[src/rtl/word65_tx.sv]
// Byte-serial unload port for the 65-bit result register: captures one word
// and emits it as a 10-byte frame (header, 8 payload bytes MSB first, XOR checksum).
module word65_tx (
    input  logic        clk,
    input  logic        clr,
    input  logic [64:0] ld_data,
    input  logic        ld_valid,
    output logic        ld_ready,
    output logic [7:0]  tx_data,
    output logic        tx_valid,
    input  logic        tx_ready,
    output logic        busy,
    output logic [1:0]  state_dbg
);

    localparam logic [6:0] HDR_TAG = 7'h55;

    typedef enum logic [1:0] {
        IDLE = 2'd0,
        HDR  = 2'd1,
        DATA = 2'd2,
        SUM  = 2'd3
    } state_t;

    state_t      state_q, state_d;
    logic [64:0] hold_q, hold_d;
    logic [2:0]  idx_q, idx_d;
    logic [7:0]  sum_q, sum_d;

    logic [7:0]  header;
    logic [63:0] payload_shift;
    logic [7:0]  payload_byte;
    logic        tx_accept;

    // Handshakes: a transfer happens on a cycle where valid and ready are both
    // high; the producer holds valid and data stable until that cycle.
    assign header        = {HDR_TAG, hold_q[64]};
    assign payload_shift = hold_q[63:0] << {idx_q, 3'b000};
    assign payload_byte  = payload_shift[63:56];
    assign tx_accept     = tx_valid & tx_ready;
    assign busy          = (state_q != IDLE);
    assign state_dbg     = state_q;

    always_ff @(posedge clk) begin
        if (clr) begin
            state_q <= IDLE;
            hold_q  <= '0;
            idx_q   <= '0;
            sum_q   <= '0;
        end else begin
            state_q <= state_d;
            hold_q  <= hold_d;
            idx_q   <= idx_d;
            sum_q   <= sum_d;
        end
    end

    always_comb begin
        state_d  = state_q;
        hold_d   = hold_q;
        idx_d    = idx_q;
        sum_d    = sum_q;
        ld_ready = 1'b0;
        tx_valid = 1'b0;
        tx_data  = 8'h00;
        case (state_q)
            IDLE: begin
                ld_ready = 1'b1;
                if (ld_valid) begin
                    hold_d  = ld_data;
                    idx_d   = '0;
                    sum_d   = '0;
                    state_d = HDR;
                end
            end
            HDR: begin
                tx_valid = 1'b1;
                tx_data  = header;
                if (tx_accept) begin
                    sum_d   = sum_q ^ header;
                    idx_d   = '0;
                    state_d = DATA;
                end
            end
            DATA: begin
                tx_valid = 1'b1;
                tx_data  = payload_byte;
                if (tx_accept) begin
                    sum_d = sum_q ^ payload_byte;
                    if (idx_q == 3'd7) begin
                        state_d = SUM;
                    end else begin
                        idx_d = idx_q + 3'd1;
                    end
                end
            end
            SUM: begin
                tx_valid = 1'b1;
                tx_data  = sum_q;
                if (tx_accept) begin
                    state_d = IDLE;
                end
            end
            default: state_d = IDLE;
        endcase
    end

endmodule

[config.mk]
export PLATFORM = sky130hd
export DESIGN_NAME = word65_tx
export DESIGN_NICKNAME = d
export VERILOG_FILES = /design/src/rtl/word65_tx.sv
export SDC_FILE = /design/constraint.sdc
export NUM_CORES = 1
export LEC_CHECK = 0
export CAP_MARGIN = 20
export CORE_ASPECT_RATIO = 0.5
export CORE_MARGIN = 3
export CORE_UTILIZATION = 33
export CTS_CLUSTER_SIZE = 30
export DETAILED_ROUTE_END_ITERATION = 8
export DONT_BUFFER_PORTS = 1
export PLACE_DENSITY = 0.49
export SLEW_MARGIN = 40
export SYNTH_ARGS = -nofsm -noshare
export SYNTH_HDL_FRONTEND = slang
export SYNTH_SLANG_ARGS = --single-unit
[constraint.sdc]
create_clock -name clk -period 4.6 [get_ports clk]
set_input_delay 0.46 -clock clk [delete_from_list [all_inputs] [get_ports clk]]
set_output_delay 0.46 -clock clk [all_outputs]
set_load 0.02 [all_outputs]
==> results.ini <==
[setup_path]
cp_cell_sequence=mux4_2, mux2_2, a22oi_1, nor2_1
r2r-end=sum_q[6]
crit_fanout=21
cpMaxStageDelayCell=dfxtp_2
r2r_start=state_dbg[1]
rrSetupSlack_ps=1950
crit_arrival_ps=2370
ff2ff_path_depth=6
crit_required_ps=4140
slowest_delay_ps=740
end_kind=primary output
critPathLaunchType=flip-flop
path_class=flip-flop to primary output

[clock_network]
htreeDepth=3
cts.sinks=78
hold_buffers=0
cts_resized=0
clock_latency_ps=330
cts.clk_slew.worst_paths_ps=60
clock_path_buffers=2
numCtsBuffers=9
cts_tree=done
cts-root-buf=clkbuf_16
cts_setup_buffers=0

[finish]
multi_input_area_sq_um=1900
drive_gt1_share_pct=11.4
seq_area_sq_um=1560
diodes=0
design_area_sq_um=3950
finalNetCount=485
fillers=1087
final_cell_mix=nand2_1 (141), dfxtp_1 (76), a21oi_1 (68)
syn_to_final_growth_pct=9.99
layout_commonest_cell=nand2_1

[global_route]
grt_pass1_vias=2768
gr-total-overflow=0
grt_max_degree=76
antenna_found_initial=0
grt_pass1_wl_mm=15.4
grt_use_met3_pct=5.14
met2_usage_pct=23.8
grtUsageMet1_pct=23.6
track_usage_pct=16.3
top_usage_layer=met2

[yosys]
yosys.area.top_type_share_pct=43.5
synth_cell_types=35
synth_top_area_cell=dfxtp_1
synth_seq_cells=78
ys_seq_area_share_pct=43.5
syn_inst=427
synth.avg_cell_area_sq_um=8.42
syn_nets=504
ys_warn_count=0
syn-cell-area_sq_um=3590
ys_top_cells_by_area=dfxtp_1 (43%), nand2_1 (15%), a21oi_1 (9.5%), mux4_2 (8.8%), ha_1 (2.8%)

[outcome]
status=finished, final reports clean

[sta]
fin_worst_skew_ps=6.49
hold_viol=0
setup_viol=0
rsz0062_at_grt=false
tightest_slew_ps=826
slew_headroom_pct=44.8
fmax_ghz=0.353
setup_tns_ps=0
fin_crit_sh_pct=61.5
layout_min_cycle_time_ps=2830
drv_slew=0

[detailed_routing]
drtPass1Iterations=4
wire_per_inst_um=17.4
ant_nets=0
viasPerCell=5.11
drc=0
drt-total-wl_mm=9.64
via_count=2825
drt_iter0_drc=184

[floorplanning]
die_w_um=154
die-area_sq_um=12300
io_pins=82
coreArea_sq_um=10400
die_h_um=79.8
start_util_pct=34.5
num_rows=26

[hold_path]
worstHoldStart=clr
min_to=state_dbg[1]
hold_path.class=primary input to flip-flop
min_path_cells=1

[power]
pwr_density_cell_nw_per_um2=567
p_clk_share_pct=30.3
p_int_uw=1440
total_power_uw=2240
vdd_drop_max_mv=0.197
p_leak_uw=0.00139
seq_power_share_pct=40.0
comb_power_share_pct=29.7
switching_share_pct=35.9
p_sw_uw=805

[placed_design]
hpwl_mm=6.65
routabilityCongestion=0.749
placed_cell_area_sq_um=3660
port_buffers=0

[run]
drv_cap=0

## power by group through the flow
stage	clock, uW	sequential, uW	combinational (uW)
after global routing	727	918	759
after CTS	695	900	672
after global placement	0	912	661
after floorplan	0	873	555
after detailed placement	0	914	671
final	679	897	666
## per-layer routing
metal	up-vias	share of wire, %
li1	1433	-
met1	1313	52
met2	70	42
met3	9	5.0
met4	0	0.92
met5	-	0
## worst max path at each step
stage / cells past startpoint / endpoint / startpoint
floorplan: 6 / sum_q[4] / state_dbg[1]
global placement: 4 / tx_data[1] / idx_q[0]
detailed placement: 6 / sum_q[6] / state_dbg[1]
CTS: 4 / tx_data[1] / idx_q[0]
global route: 4 / tx_data[1] / idx_q[0]
finish: 4 / tx_data[6] / idx_q[0]
## through the flow
stage / cells / hold slack [ps] / setup WS [ps] / utilization (%)
after floorplan: 427 / 433 / 2320 / -
after global placement: 537 / 436 / 1670 / 35.1
after detailed placement: 537 / 438 / 1980 / 35.2
after CTS: 553 / 188 / 1730 / 37.9
after global routing: 553 / 188 / 1610 / 38.0
final: 553 / 198 / 1770 / 38.0
## synth_stat cells
master,number
a311oi_1,4
nand4_1,1
nor2_1,8
a21boi_0,1
and2_1,2
ha_1,8
nor2b_1,6
a31oi_1,15
a21oi_1,68
and3_1,1
o21ai_0,1
nand2b_4,1
dfxtp_1,78
inv_1,6
a2111oi_1,1
buf_1,2
nand2b_1,7
buf_6,1
mux2i_1,4
or2_2,2
clkbuf_1,25
a32oi_1,3
nor3_1,1
a2111o_1,2
nand3b_1,2
mux4_2,14
buf_4,1
a22oi_1,4
a2111oi_0,1
buf_2,2
or2_1,1
a2bb2oi_1,2
nand2_1,142
mux2_2,8
a211oi_1,2
## area by class of cell
class	count	area share, %
timing repair buffer	1	0.190
tap	140	4.43
clock inverter	3	0.443
sequential	78	39.6
inverter	6	0.570
multi-input combinational	312	48.0
clock buffer	13	6.84
## worst max-delay path: cells and delay by family (launching register included)
kind,cells,cell delay [ps]
multiplexers,2,950
AND/OR/NAND/NOR,1,150
flip-flops,1,740
AO/OA/AOI/OAI,1,170
## state kept, by name (all words and copies together) (netlist names)
register	count
hold_q	65
sum_q	8
idx_q	3
state_dbg	2
## cells by family (layout without fill, tap and decap cells)
group	Yosys count	in the layout	share of synthesized area, %
flip-flops	78	78	43.5
multiplexers	26	26	12.4
AND/OR/NAND/NOR	174	174	20.1
AO/OA/AOI/OAI	104	104	17.0
adder cells (fa/ha/maj)	8	8	2.79
buffers and inverters	37	23	4.25
No activity file was read; power rests on OpenSTA's default activity.
